===== config.mk =====
export PLATFORM = sky130hd
export DESIGN_NAME = fetch_ctrl
export DESIGN_NICKNAME = d
export VERILOG_FILES = /design/src/rtl/fetch_ctrl.sv
export SDC_FILE = /design/constraint.sdc
export NUM_CORES = 1
export LEC_CHECK = 0
export CAP_MARGIN = 20
export CORE_MARGIN = 4
export CORE_UTILIZATION = 30
export CTS_CLUSTER_SIZE = 30
export DETAILED_ROUTE_END_ITERATION = 12
export PLACE_DENSITY = 0.66
export SYNTH_ARGS = -nofsm -noshare
export SYNTH_HDL_FRONTEND = slang
export SYNTH_SLANG_ARGS = --single-unit

===== constraint.sdc =====
create_clock -name clk -period 13.3 [get_ports clk]
set_clock_uncertainty 0.1 [all_clocks]
set_input_delay 2.66 -clock clk [delete_from_list [all_inputs] [get_ports clk]]
set_output_delay 2.66 -clock clk [all_outputs]
set_load 0.005 [all_outputs]

===== src/rtl/fetch_ctrl.sv =====
// fetch_ctrl: fetch-stage program counter and fetch/decode pipeline register.
// Applies redirect / bubble / stall requests with fixed priority, and keeps
// debug counters (bubbles, branch hazards) plus a sticky stall watchdog.
module fetch_ctrl #(
  parameter logic [31:0] RESET_PC  = 32'h00000000,
  parameter logic [31:0] NOP_INSTR = 32'h00000000,
  parameter int unsigned MAX_STALL = 15
) (
  input  logic        clk,
  input  logic        rst,
  input  logic        need_nop,
  input  logic        pc_stall,
  input  logic        branch_hazard,
  input  logic        redirect_valid,
  input  logic [0:31] redirect_pc,
  input  logic [0:31] imem_instr,
  output logic [0:31] fetch_pc,
  output logic [0:31] fetch_pc_plus_4,
  output logic [0:31] decode_instr,
  output logic [0:31] decode_pc_plus_4,
  output logic        decode_valid,
  output logic [0:15] bubble_count,
  output logic [0:15] hazard_count,
  output logic        stall_timeout
);

  typedef enum logic [1:0] {
    RUN   = 2'd0,
    STALL = 2'd1,
    FLUSH = 2'd2
  } state_t;

  state_t      state;
  state_t      state_next;
  logic [3:0]  stall_cnt;
  logic        hold;
  logic        hold_cycle;
  logic [4:0]  stall_cnt_inc;

  // A redirect overrides any stall request, so only hold without redirect
  // counts as a stall cycle.
  assign hold            = pc_stall | need_nop;
  assign hold_cycle      = hold & ~redirect_valid;
  assign fetch_pc_plus_4 = fetch_pc + 32'd4;
  assign stall_cnt_inc   = {1'b0, stall_cnt} + 5'd1;

  // FSM state register
  always_ff @(posedge clk or posedge rst) begin
    if (rst) begin
      state <= RUN;
    end else begin
      state <= state_next;
    end
  end

  // FSM next state: the state just mirrors this cycle's dominant request
  always_comb begin
    state_next = RUN;
    if (redirect_valid) begin
      state_next = FLUSH;
    end else if (hold) begin
      state_next = STALL;
    end
  end

  // PC and fetch/decode register, priority redirect > bubble > stall > advance
  always_ff @(posedge clk or posedge rst) begin
    if (rst) begin
      fetch_pc         <= RESET_PC;
      decode_instr     <= NOP_INSTR;
      decode_pc_plus_4 <= 32'd0;
      decode_valid     <= 1'b0;
    end else if (redirect_valid) begin
      // The instruction in fetch is on the wrong path: flush it.
      fetch_pc         <= redirect_pc;
      decode_instr     <= NOP_INSTR;
      decode_pc_plus_4 <= fetch_pc_plus_4;
      decode_valid     <= 1'b0;
    end else if (need_nop) begin
      // Bubble: decode_pc_plus_4 deliberately keeps its old value.
      decode_instr     <= NOP_INSTR;
      decode_valid     <= 1'b0;
    end else if (pc_stall) begin
      decode_instr     <= imem_instr;
      decode_pc_plus_4 <= fetch_pc_plus_4;
      decode_valid     <= 1'b1;
    end else begin
      fetch_pc         <= fetch_pc_plus_4;
      decode_instr     <= imem_instr;
      decode_pc_plus_4 <= fetch_pc_plus_4;
      decode_valid     <= 1'b1;
    end
  end

  // Stall watchdog: saturating run-length of hold cycles, sticky timeout flag
  always_ff @(posedge clk or posedge rst) begin
    if (rst) begin
      stall_cnt     <= 4'd0;
      stall_timeout <= 1'b0;
    end else if (hold_cycle) begin
      if (stall_cnt != 4'hF) begin
        stall_cnt <= stall_cnt + 4'd1;
      end
      if (32'(stall_cnt_inc) >= MAX_STALL) begin
        stall_timeout <= 1'b1;
      end
    end else begin
      stall_cnt <= 4'd0;
    end
  end

  // Debug event counters, both wrap naturally at 16 bits
  always_ff @(posedge clk or posedge rst) begin
    if (rst) begin
      bubble_count <= 16'd0;
      hazard_count <= 16'd0;
    end else begin
      if (redirect_valid | need_nop) begin
        bubble_count <= bubble_count + 16'd1;
      end
      if (branch_hazard) begin
        hazard_count <= hazard_count + 16'd1;
      end
    end
  end

endmodule


# Word level (Yosys, flattened, before mapping)

Cells that the tools add are included.

$add $sub $neg: 5
Order comparisons: 1
Eq/ne operators: 4
Mux-type cells: 11
Bitwise gates (word level): 4
Reductions and logical operators: 2

Operators by type and width:

| operator                                              | count |
|---|---|
| 2-to-1 mux 32 bit                                     | 7 |
| adder 16 x 1 -> 16 bit, second input constant         | 2 |
| adder 32 x 3 -> 32 bit, second input constant         | 1 |
| 2-to-1 mux 4 bit                                      | 2 |
| inequality test 2 x 1 -> 1 bit, second input constant | 3 |
| adder 4 x 1 -> 5 bit, second input constant           | 1 |
| >= comparator 5 x 4 -> 1 bit, second input constant   | 1 |
| adder 4 x 1 -> 4 bit, second input constant           | 1 |
| inequality test 4 bit, second input constant          | 1 |
| AND reduction 2 bit                                   | 2 |
| 2-to-1 mux 1 bit                                      | 2 |
| OR 1 bit                                              | 2 |
| bitwise AND 1 bit                                     | 1 |
| inverter 1 bit                                        | 1 |

Bits in registers: 134
Output and inout bits: 162

# Longest topological paths before layout

Gate-level depths: netlist (run 1).

Depth after elaboration: 4
Mapped depth: 7
Depth with buffers taken out: 6

# Worst setup path before layout (run 1)

No wires, ideal clock.

Path kind: register -> output
Start point: reg fetch_pc[29] (netlist bit)
End point: out fetch_pc_plus_4[5] (netlist bit)
Data arrival time: 1,948 ps
Path slack: 8,592 ps
Stages on the path, launching flop included: 7
Cell sequence: dfrtp_1 > ha_1 > nand3_2 > or3_1 > buf_2 > or4_4 > nand2_1

Cells in the longest elaborated chain, start to end: 1

Ends and longest elaborated chain:

| item                     | line | source |
|---|---|---|
| start: declaration       | 17   | `output logic [0:31] fetch_pc,` |
| start signal: assignment | 75   | `fetch_pc <= redirect_pc;` |
| start signal: assignment | 88   | `fetch_pc <= fetch_pc_plus_4;` |
| adder 32 x 3 -> 32 bit   | 44   | `assign fetch_pc_plus_4 = fetch_pc + 32'd4;` |
| end: declaration         | 18   | `output logic [0:31] fetch_pc_plus_4,` |

Every way passes these cells.

# Final worst setup path (run 1)

Start point: reg fetch_pc[25] (netlist bit)
End point: out fetch_pc_plus_4[5] (netlist bit)

Same word-level chain as after synthesis.

==> results of run 1 <==
## through the flow
| step | total power, uW | util [%] | worst slack [ns] | hold slack, ns |
|---|---|---|---|---|
| floorplan | 612.7 | - | 6.957 | 0.3510 |
| global placement | 781.1 | 42.29 | 7.748 | 0.3439 |
| detailed placement | 784.9 | 42.29 | 7.702 | 0.3473 |
| CTS | 1295 | 45.25 | 7.247 | 0.3629 |
| global route | 1342 | 45.36 | 7.069 | 0.3785 |
| finish | 1275 | 45.36 | 7.252 | 0.3542 |
## logic make-up (layout without fill, tap and decap cells)
kind of cell | Yosys count | in the layout
AO/OA/AOI/OAI | 87 | 87
XOR/XNOR | 57 | 57
adder cells (fa/ha/maj) | 5 | 5
buffers and inverters | 51 | 274
flip-flops | 134 | 134
multiplexers | 14 | 14
AND/OR/NAND/NOR | 289 | 289
## cell usage after synthesis, drive strengths merged, types with 8 or more instances
master | instances | area share [%]
a31oi | 28 | 2.7
and2 | 34 | 3.3
buf | 20 | 1.7
clkbuf | 22 | 1.3
dfrtp | 134 | 53
inv | 9 | 0.53
mux2 | 13 | 2.3
nand2 | 64 | 3.8
nand3 | 31 | 2.6
nand4 | 23 | 2.3
nor2 | 62 | 3.6
nor3 | 13 | 1.0
nor4 | 8 | 0.78
o21ai | 22 | 1.7
o31ai | 20 | 2.4
or3 | 8 | 0.78
or4 | 19 | 2.3
xnor2 | 38 | 5.2
xor2 | 19 | 2.6
## sequential cells by signal (all words and copies together) (netlist names)
signal and flops:
decode_pc_plus_4 32, bubble_count 16, stall_cnt 4, hazard_count 16, stall_timeout 1, decode_instr 32
fetch_pc 32, decode_valid 1
## per-layer routing
layer	wire, um	share of wire, %	vias to the layer above
li1	-	-	2678
met1	8357	41	2734
met2	9481	47	227
met3	2234	11	18
met4	284	1.4	2
met5	10	0.049	-
## final cells by class
class	instances	share of cell area, %
sequential	134	35.28
multi-input combinational	452	29.58
timing repair buffer	234	24.59
clock buffer	19	4.660
tap	275	3.620
clock inverter	12	1.869
inverter	9	0.4081
## power breakdown
group          switching [uW]  leakage (uW)  internal (uW)
combinational             102       0.00186            160
sequential               57.4       0.00167            455
clock                     182      0.000303            318
## worst min path at each step
stage | startpoint | to | cells past startpoint
2_1_floorplan | stall_timeout | stall_timeout | 1
3_3_place_gp | stall_timeout | stall_timeout | 1
3_5_place_dp | stall_timeout | stall_timeout | 1
4_1_cts | stall_timeout | stall_timeout | 1
5_1_grt | stall_timeout | stall_timeout | 1
6_report | stall_timeout | stall_timeout | 1
==> qor.csv, run 1 <==
stage;metric;value;unit
run_status;result of the run;completed;
clock_tree;clock buffers created by TritonCTS;17;
finish;Antenna Cells;0;
critical_path;startpoint of the lowest-slack register-to-register path;fetch_pc[25];
worst_hold_path;Tightest Hold Check Type;flop to flop;
power;P per Cell Area;134.1;mW/mm^2
clock_tree;cell chosen for the clock root;clkbuf_16;
grt;GR met1 Demand/Resource;20.78;%
synthesis;mean cell area of the mapped netlist;10.02;um^2
floorplan;cell row count;53;
clock_tree;clock slew at the register clock pins of the worst setup and hold paths;0.06;ns
synthesis;synthesized netlist cell count;637;
placed_design;routability cong.;0.7771;
sta;RSZ-0062 raised after global routing;no;
floorplan;width of the die;153.9;um
critical_path;worst endpoint required time;10.54;ns
power;maximum vdd drop;0.08067;mV
critical_path;slowest cell on the critical path;or3_1;
synthesis;flop and latch count out of synthesis;134;
finish;Nets;923;
synthesis;Synth Area in Simple Gates;23.65;%
sta;minimum clock period after layout;6.048;ns
grt;total gr overflow;0;
finish;commonest non-fill, non-tap cell in the layout;clkdlybuf4s50_1;
clock_tree;TritonCTS clock tree;built;
floorplan;height of the die;153.9;um
finish;Cell Count, Final, Fillers Out;1135;
critical_path;critical path capture point;fetch_pc_plus_4[5];
critical_path;delay contributed by the slowest stage of the critical path;0.77;ns
clock_tree;deepest clock path buffer count;2;
clock_tree;Hold Buf Count CTS;0;
synthesis;XOR/XNOR Fraction of Synth Area;7.819;%
grt;busiest layer in global routing;met2;
sta;final period utilization;45.48;%
synthesis;sequential element share of the synthesized area;52.52;%
floorplan;Core Box Area;0.02096;mm^2
grt;pin count of the biggest net entering global routing;77;
detailed_routing;average vias per placed instance;4.986;
finish;count of filler cells inserted in the layout;2001;
placed_design;total cell area at the placement stage;0.008862;mm^2
synthesis;number of nets in the synthesized netlist;712;
critical_path;reg-to-reg critical path endpoint;decode_pc_plus_4[5];
detailed_routing;DRC violation total after the first TritonRoute iteration;312;
placed_design;number of buffers added on ports;231;
clock_tree;CTS-repair resized insts;0;
detailed_routing;DR WL/cell;17.94;um
grt;via count of the first global-routing pass;5651;
sta;number of endpoints with negative hold slack in the final report;0;
detailed_routing;total routed wirelength;20370;um
critical_path;startpoint type of the worst setup path;flop;
floorplan;die area;0.02368;mm^2
synthesis;post-synth design cell area;0.006385;mm^2
finish;leading cell types in the layout, fill and taps excluded;clkdlybuf4s50_1, dfrtp_1, nand2_1, nor2_1, xnor2_1;
synthesis;async set or reset register ratio after synthesis;100.0;%
synthesis;post-synthesis compound-gate area fraction;9.053;%
critical_path;Crit Path Class;flop to output port;
critical_path;largest delay contributor family on the critical path;simple AND/OR/NAND/NOR gates;
synthesis;post-synthesis share of cell area spent on full adders, half adders and majority gates;0.9798;%
sta;Worst Max-Slew Pin Slew;1.034;ns
floorplan;IO Count;232;
synthesis;count of unique library cells instantiated by Yosys;46;
detailed_routing;Vias;5659;
grt;number of antenna violations at the first check in global routing;1;
placed_design;total instance count after detailed placement;1102;
finish;area overhead of the layout relative to synthesis;48.87;%
sta;count of endpoints failing setup in the final report;0;
detailed_routing;drt pass-1 iters;4;
synthesis;total number of yosys warnings;0;
sta;Total Neg Setup Slack;0;ns
clock_tree;level count of the clock H-tree;4;
finish;layout cells sized above 1;6.628;%
critical_path;Critical Path Source;fetch_pc[25];
finish;area occupied by multi-input gates;0.002811;mm^2
critical_path;Critical Path Sink Type;output port;
job;Maximum Capacitance Violations;0;
grt;global routing met3 resource utilization;8.444;%
floorplan;starting density of the core;30.47;%
clock_tree;Worst-Skew Late Latency;0.41;ns
grt;wire length of the first global-routing pass;32150;um
critical_path;ordered cell list for the critical path;nand4_1 > or3_1 > or4_4 > nand2_1 > clkdlybuf4s50_1;
sta;achievable clock frequency;165.3;MHz
critical_path;critical path arrival;3.29;ns
synthesis;main flop type after synthesis;dfrtp_1;
critical_path;number of logic stages on the critical path including buffering;5;
clock_tree;number of setup buffers added after CTS;0;
detailed_routing;residual antenna-violating net count after detailed routing;0;
critical_path;Worst R2R Setup Slack;10.61;ns
power;total leakage power;0.003826;uW
grt;met2 global-route usage;27.60;%
synthesis;main combinational cell family by area after synthesis;simple AND/OR/NAND/NOR gates;
synthesis;multiplexer fraction of the synthesized cell area;2.450;%
clock_tree;Clock Sink Count;134;
finish;area used by sequential logic in the layout;0.003353;mm^2
critical_path;largest driver fanout on the critical path;18;
critical_path;number of buffer and inverter stages on the critical path;1;
sta;Max transition margin;31.04;%
detailed_routing;number of remaining DRC errors;0;
synthesis;EDFF count, synth;0;
critical_path;worst reg-to-reg path cell count;4;
finish;Finished Cell Area;0.009505;mm^2
placed_design;detailed placer's ending HPWL;15110;um
grt;Global Route Usage Sum;17.20;%
sta;number of pins exceeding their max-slew limit in the final report;0;
Power figures use the tool's default switching activity.
==> run 2, diff against run 1 <==
- clock period: 13.3 -> 6.2 ns (I/O delays scaled with it)
==> qor.csv, run 2 (synthesis results as in run 1) <==
stage;metric;value;unit;change
critical_path;startpoint type of the worst setup path;flop;;
finish;Cell Count, Final, Fillers Out;1137;;+0.18%
critical_path;critical path arrival;3.30;ns;about the same
sta;Worst Max-Slew Pin Slew;1.034;ns;-0.0003749 ns
clock_tree;number of setup buffers added after CTS;0;;unchanged
sta;final period utilization;74.89;%;
clock_tree;Worst-Skew Late Latency;0.42;ns;about the same
detailed_routing;total routed wirelength;20350;um;about the same
worst_hold_path;Tightest Hold Check Type;flop to flop;;
finish;leading cell types in the layout, fill and taps excluded;clkdlybuf4s50_1, dfrtp_1, nand2_1, nor2_1, xnor2_1;;
floorplan;height of the die;153.9;um;unchanged
critical_path;ordered cell list for the critical path;nand4_1 > or3_1 > or4_4 > nand2_1 > clkdlybuf4s50_1;;
grt;total gr overflow;0;;unchanged
finish;commonest non-fill, non-tap cell in the layout;clkdlybuf4s50_1;;
floorplan;die area;0.02368;mm^2;unchanged
clock_tree;Hold Buf Count CTS;0;;unchanged
finish;Nets;924;;+0.11%
clock_tree;clock slew at the register clock pins of the worst setup and hold paths;0.06;ns;about the same
sta;number of pins exceeding their max-slew limit in the final report;0;;unchanged
detailed_routing;residual antenna-violating net count after detailed routing;0;;unchanged
sta;Max transition margin;30.81;%;-0.23 points
floorplan;width of the die;153.9;um;unchanged
sta;Total Neg Setup Slack;0;ns;unchanged
detailed_routing;Vias;5691;;+0.57%
clock_tree;cell chosen for the clock root;clkbuf_16;;
finish;Antenna Cells;0;;unchanged
detailed_routing;number of remaining DRC errors;0;;unchanged
detailed_routing;drt pass-1 iters;5;;+1
floorplan;starting density of the core;30.47;%;unchanged
critical_path;Crit Path Class;flop to output port;;
finish;layout cells sized above 1;6.845;%;+0.22 points
detailed_routing;DRC violation total after the first TritonRoute iteration;311;;-0.32%
job;Maximum Capacitance Violations;0;;unchanged
grt;wire length of the first global-routing pass;31930;um;-0.71%
clock_tree;TritonCTS clock tree;built;;
critical_path;worst endpoint required time;4.86;ns;-5.68 ns
placed_design;number of buffers added on ports;231;;unchanged
sta;count of endpoints failing setup in the final report;0;;unchanged
clock_tree;clock buffers created by TritonCTS;17;;unchanged
clock_tree;level count of the clock H-tree;4;;unchanged
power;P per Cell Area;274.0;mW/mm^2;+100%
finish;count of filler cells inserted in the layout;2000;;-0.050%
finish;largest registers ranked by flip-flop count;decode_instr: 32 flops, decode_pc_plus_4: 32 flops, fetch_pc: 32 flops;;
sta;achievable clock frequency;215.4;MHz;
critical_path;largest driver fanout on the critical path;18;;unchanged
floorplan;cell row count;53;;unchanged
clock_tree;CTS-repair resized insts;0;;unchanged
critical_path;Critical Path Sink Type;output port;;
placed_design;detailed placer's ending HPWL;15110;um;about the same
grt;number of antenna violations at the first check in global routing;2;;+1
grt;Global Route Usage Sum;17.17;%;-0.033 points
detailed_routing;average vias per placed instance;5.005;;+0.39%
sta;hold slack;0.3562;ns;+0.002012 ns
power;overall power consumption;2582;uW;+100%
run_status;result of the run;completed;;
sta;RSZ-0062 raised after global routing;no;;
grt;via count of the first global-routing pass;5525;;-2.2%
sta;number of endpoints with negative hold slack in the final report;0;;unchanged
sta;minimum clock period after layout;4.643;ns;
finish;area overhead of the layout relative to synthesis;47.60;%;
detailed_routing;DR WL/cell;17.90;um;-0.25%
floorplan;IO Count;232;;unchanged
placed_design;total instance count after detailed placement;1104;;+0.18%
finish;area occupied by multi-input gates;0.002811;mm^2;unchanged
critical_path;delay contributed by the slowest stage of the critical path;0.77;ns;about the same
grt;pin count of the biggest net entering global routing;96;;+25%
finish;area used by sequential logic in the layout;0.003353;mm^2;unchanged
power;total leakage power;0.003780;uW;-1.2%
critical_path;slowest cell on the critical path;or3_1;;
placed_design;routability cong.;0.7713;;-0.75%
power;maximum vdd drop;0.1930;mV;+140%
clock_tree;Clock Sink Count;134;;unchanged
floorplan;Core Box Area;0.02096;mm^2;unchanged
clock_tree;deepest clock path buffer count;2;;unchanged
-- run 2: final cells by class --
type	instances	share of cell area [%]
flip-flops and latches	134	35.58
multi-input cells	452	29.83
repair buffers	235	24.88
clock buffers	18	4.554
well taps	275	3.651
clock inverters	14	1.089
inverters	9	0.4116
-- run 2: final timing paths --
check / end / slack (ns) / depth (start not counted) / start
setup / recovery: fetch_pc_plus_4[5] / 1.56 / 5 / fetch_pc[26]
hold / removal: stall_timeout / 0.36 / 1 / stall_timeout
setup reg to reg: decode_pc_plus_4[5] / 3.55 / 4 / fetch_pc[26]
hold reg to reg: stall_timeout / 0.36 / 1 / stall_timeout
max in group asynchronous: decode_instr[2] / 3.56 / 3 / rst
min in group asynchronous: hazard_count[4] / 1.26 / 2 / rst
-- run 2: through the flow --
step                setup WS, ns  util, %  instance area [um^2]
finish                     1.557    44.97                  9424
floorplan                  1.277        -                  6385
global route               1.379    44.97                  9424
CTS                        1.549    44.90                  9409
global placement           2.069    42.36                  8877
detailed placement         1.994    42.36                  8877
-- run 2: layer usage --
layer | wire, um | vias to the layer above | global-route usage [%] | part of all wire [%]
met1 | 8223 | 2755 | 20.93 | 40
met5 | 27 | - | 0 | 0.13
met2 | 9516 | 232 | 27.22 | 47
met4 | 243 | 4 | 4.458 | 1.2
met3 | 2341 | 18 | 8.556 | 12
li1 | - | 2682 | - | -
-- run 2: power by group --
group / total (uW) / leakage [uW] / internal (uW) / switching [uW]
registers: 1100 / 0.00167 / 976 / 122
logic: 564 / 0.00186 / 345 / 219
clock network: 920 / 0.000253 / 513 / 407
-- run 2: critical path, delay by kind of cell (launching register included) --
| kind | cells | cell delay (ns) |
|---|---|---|
| AND/OR/NAND/NOR | 4 | 1.91 |
| buffers and inverters | 1 | 0.50 |
| flip-flops | 1 | 0.48 |
==> run 3, diff against run 2 <==
- PLACE_DENSITY: 0.66 -> 0.68
- clock period: 6.2 -> 3.76 ns (I/O delays scaled with it)
==> qor.csv, run 3 (synthesis results as in run 1) <==
stage;metric;value;unit;change
run_status;result of the run;completed;;
worst_hold_path;Tightest Hold Check Type;flop to flop;;
floorplan;IO Count;232;;unchanged
sta;Max transition margin;36.54;%;+5.7 points
grt;Global Route Usage Sum;17.48;%;+0.31 points
sta;number of pins exceeding their max-slew limit in the final report;0;;unchanged
critical_path;critical path arrival;2.77;ns;-0.53 ns
finish;Antenna Cells;0;;unchanged
clock_tree;deepest clock path buffer count;2;;unchanged
sta;count of endpoints failing setup in the final report;0;;unchanged
critical_path;largest delay contributor family on the critical path;simple AND/OR/NAND/NOR gates;;
grt;wire length of the first global-routing pass;32670;um;+2.3%
critical_path;delay contributed by the slowest stage of the critical path;0.53;ns;-0.24 ns
floorplan;height of the die;153.9;um;unchanged
floorplan;width of the die;153.9;um;unchanged
floorplan;starting density of the core;30.47;%;unchanged
sta;final period utilization;96.29;%;
clock_tree;level count of the clock H-tree;4;;unchanged
power;switching fraction of total power;27.59;%;-1.4 points
sta;minimum clock period after layout;3.621;ns;
critical_path;Crit Path Class;flop to output port;;
detailed_routing;total routed wirelength;20780;um;+2.1%
sta;Total Neg Setup Slack;0;ns;unchanged
finish;leading cell types in the layout, fill and taps excluded;clkdlybuf4s50_1, dfrtp_1, nand2_1, nor2_1, xnor2_1;;
power;relative contribution of combinational cells to total power;21.3;%;-0.5 points
critical_path;ordered cell list for the critical path;nand4_1 > or3_4 > or4_4 > nand2_1 > clkdlybuf4s50_1;;
clock_tree;cell chosen for the clock root;clkbuf_16;;
detailed_routing;DRC violation total after the first TritonRoute iteration;326;;+4.8%
power;share of total power in sequential cells;40.2;%;-2.3 points
clock_tree;number of setup buffers added after CTS;0;;unchanged
detailed_routing;number of remaining DRC errors;0;;unchanged
detailed_routing;Vias;5782;;+1.6%
power;total leakage power;0.003897;uW;+3.1%
placed_design;total instance count after detailed placement;1120;;+1.4%
clock_tree;clock buffers created by TritonCTS;17;;unchanged
job;Maximum Capacitance Violations;0;;unchanged
sta;RSZ-0062 raised after global routing;no;;
clock_tree;Worst-Skew Late Latency;0.42;ns;about the same
finish;area overhead of the layout relative to synthesis;51.44;%;
clock_tree;TritonCTS clock tree;built;;
sta;Worst Max-Slew Pin Slew;0.9509;ns;-0.08307 ns
critical_path;startpoint type of the worst setup path;flop;;
power;P per Cell Area;465.8;mW/mm^2;+70%
critical_path;Critical Path Sink Type;output port;;
power;net switching power;1243;uW;+66%
sta;number of endpoints with negative hold slack in the final report;0;;unchanged
clock_tree;clock slew at the register clock pins of the worst setup and hold paths;0.06;ns;about the same
placed_design;routability cong.;0.8311;;+7.8%
grt;number of antenna violations at the first check in global routing;0;;-2
floorplan;cell row count;53;;unchanged
detailed_routing;average vias per placed instance;5.019;;+0.28%
power;maximum vdd drop;0.2946;mV;+53%
detailed_routing;DR WL/cell;18.04;um;+0.76%
finish;Nets;939;;+1.6%
clock_tree;Clock Sink Count;134;;unchanged
floorplan;Core Box Area;0.02096;mm^2;unchanged
critical_path;worst endpoint required time;2.91;ns;-1.95 ns
detailed_routing;drt pass-1 iters;6;;+1
sta;achievable clock frequency;276.2;MHz;
grt;via count of the first global-routing pass;5677;;+2.8%
finish;largest registers ranked by flip-flop count;decode_instr: 32 flops, decode_pc_plus_4: 32 flops, fetch_pc: 32 flops;;
finish;layout cells sized above 1;9.578;%;+2.7 points
critical_path;number of buffer and inverter stages on the critical path;1;;unchanged
critical_path;slowest cell on the critical path;or3_4;;
finish;Cell Count, Final, Fillers Out;1152;;+1.3%
grt;total gr overflow;0;;unchanged
detailed_routing;residual antenna-violating net count after detailed routing;0;;unchanged
power;internal portion of total power;3261;uW;+78%
finish;commonest non-fill, non-tap cell in the layout;clkdlybuf4s50_1;;
placed_design;detailed placer's ending HPWL;15920;um;+5.3%
critical_path;largest driver fanout on the critical path;9;;-9
floorplan;die area;0.02368;mm^2;unchanged
placed_design;number of buffers added on ports;231;;unchanged
grt;pin count of the biggest net entering global routing;42;;-56%
power;Clk network pwr share;38.5;%;+2.9 points
[run 3: cell type report]
class | instances | area, um^2
Clock buffer | 18 | 439.2
Clock inverter | 14 | 172.7
Fill cell | 2020 | 11290
Inverter | 9 | 37.54
Multi-Input combinational cell | 452 | 2841
Sequential cell | 134 | 3359
Tap cell | 275 | 344.1
Timing Repair Buffer | 250 | 2475
[run 3: metal layers]
| metal | up-vias | wire [um] | global-route usage, % | share of wire, % |
|---|---|---|---|---|
| met5 | - | 0 | 0 | 0 |
| met4 | 0 | 200 | 3.574 | 0.96 |
| met3 | 17 | 2059 | 7.261 | 9.9 |
| met2 | 240 | 9785 | 28.18 | 47 |
| met1 | 2799 | 8733 | 22.25 | 42 |
| li1 | 2726 | - | - | - |
[run 3: repair_timing]
action / CTS / global route
pin swaps: 0 / 1
endpoints found under the setup margin: 5 / 8
hold buffers: 0 / 0
gates resized for setup: 3 / 8
[run 3: path summary, 6_finish.rpt]
kind / startpoint / endpoint / slack, ns / cells after the start
setup / recovery: fetch_pc[24] / fetch_pc_plus_4[5] / 0.14 / 5
hold / removal: stall_timeout / stall_timeout / 0.36 / 1
setup reg to reg: fetch_pc[24] / fetch_pc[3] / 1.47 / 5
hold reg to reg: stall_timeout / stall_timeout / 0.36 / 1
max in group asynchronous: rst / decode_instr[11] / 2.15 / 3
min in group asynchronous: rst / stall_cnt[3] / 0.72 / 2
[run 3: power groups by stage]
stage / registers, uW / logic [uW] / clock network, uW
global placement: 1820 / 961 / 0
finish: 1810 / 959 / 1730
global route: 1840 / 1050 / 1840
detailed placement: 1830 / 972 / 0
CTS: 1810 / 977 / 1780
floorplan: 1800 / 371 / 0
[run 3: per-stage QoR]
stage          hold slack, ns  util (%)  instance area, um^2  setup WS [ns]  power [uW]
2_1_floorplan          0.3510         -                 6389         0.9604        2168
3_3_place_gp           0.3423     43.05                 9021         0.3778        2783
4_1_cts                0.3622     46.03                 9646        0.01025        4570
5_1_grt                0.3807     46.14                 9669       0.003085        4739
3_5_place_dp           0.3486     43.05                 9021         0.2956        2805
6_report               0.3576     46.14                 9669         0.1395        4504
==> RTL change (config.mk and constraints of run 3) <==
Register the output `bubble_count` once more, cleared by the reset; this adds one clock of latency there. The other outputs are not delayed to match.
--- a/src/rtl/fetch_ctrl.sv
+++ b/src/rtl/fetch_ctrl.sv
@@ -30,4 +30,6 @@
     FLUSH = 2'd2
   } state_t;
+
+  logic [0:15] bubble_count_s0;
 
   state_t      state;
@@ -113,9 +115,9 @@
   always_ff @(posedge clk or posedge rst) begin
     if (rst) begin
-      bubble_count <= 16'd0;
+      bubble_count_s0 <= 16'd0;
       hazard_count <= 16'd0;
     end else begin
       if (redirect_valid | need_nop) begin
-        bubble_count <= bubble_count + 16'd1;
+        bubble_count_s0 <= bubble_count_s0 + 16'd1;
       end
       if (branch_hazard) begin
@@ -125,4 +127,12 @@
   end
 
+  always_ff @(posedge clk or posedge rst) begin
+    if (rst) begin
+      bubble_count <= '0;
+    end else begin
+      bubble_count <= bubble_count_s0;
+    end
+  end
+
 endmodule
 
Function: changed (a bounded check fails within 4 cycles, from zero or initial values and one cycle with rst high).
==> RTL change against run 3 <==
Global-route usage decreased by 1.4 points; worst setup slack improved by 0.025 ns; synthesized area is 1.3% higher; design area up 0.32%; die area is 1.2% higher; sequential cell count grew 16; clock power decreased by 5%; sequential power up 12%; sequential share of layout area rose by 4.0 points; power is 1.7% higher; wire length fell by 10%; first-iteration DRC count is 34% lower; fmax grew 0.70%; via count fell by 14%.
==> RTL change: results (changes against run 3) <==
power.leakage_nw: 4.12  # +5.8%
place_ws_ns: 0.242  # -0.0534 ns
num-nonclk-buffers: 242  # -3.2%
vias: 4992  # -14%
dpl.cell_count: 1044  # -6.8%
layout_setup_ws_ns: 0.165  # +0.0252 ns
place_congestion: 0.779  # -6.3%
post_cts_resized: 1  # -2
synthTopCellsByCount: "dfrtp_1, nand2_1, xnor2_1"
hp-start: "bubble_count_s0[0]"
min_to: "bubble_count[0]"
netlist_area_sq_um: 6470  # +1.3%
drt-total-wl_um: 18600  # -10%
ys_seq_area_share_pct: 58.0  # +5.5 points
grt_max_degree: 151  # +260%
avgSynthCellArea_sq_um: 11.7  # +16%
synth.area.top_cells: "dfrtp_1, xnor2_1, mux2_2"
ff2ff_path_depth: 7  # +2
place_area_sq_um: 9090  # +0.74%
drive_gt1_share_pct: 12.0  # +2.4 points
ff2ff_setup_slack_ns: 1.55  # +0.08 ns
synth_nets: 630  # -12%
outcome: "finished clean"
firstDrtPassIters: 5  # -1
dr.first_iter.drc_count: 215  # -34%
synthToLayoutAreaGrowth_pct: 50.0
antenna_found_initial: 3  # +3
clockBufferCount: 21  # +3
grt.total_usage_pct: 16.1  # -1.4 points
grt_pass1_wl_um: 29900  # -8.5%
multi_input_area_share_pct: 26.7  # -2.7 points
ir_drop_mv: 0.285  # -3.2%
layout.comb_gates.multi_input: 368  # -19%
min_path_cells: 0  # -1
[RTL change: kinds of logic after synthesis]
group / synth area share (%)
xor+xnor: 10.6
simple gates: 17.2
compound gates: 4.26
flops: 58.0
mux: 6.42
buf+inv: 2.53
fa+ha+maj: 0.967
[RTL change: power groups by stage]
stage / sequential, mW / clock, mW / combinational (mW)
finish: 2.02 / 1.65 / 0.918
global route: 2.05 / 1.78 / 1.01
CTS: 2.01 / 1.70 / 0.937
detailed placement: 2.04 / 0 / 0.930
global placement: 2.03 / 0 / 0.924
floorplan: 2.02 / 0 / 0.335
[RTL change: worst max-delay path, stage by stage (launching register included)]
cell and delay [ns]:
dfrtp_1 0.49, nand4_2 0.23, nor4_4 0.30, buf_4 0.25, nand4_1 0.18, xnor2_1 0.31
clkdlybuf4s50_1 0.56
[RTL change: metal layers]
layer  GRT usage, %  routed length (um)
met3           6.58                1610
met4           3.15                 180
met1           21.3                8090
met5              0                  35
met2           25.0                8700
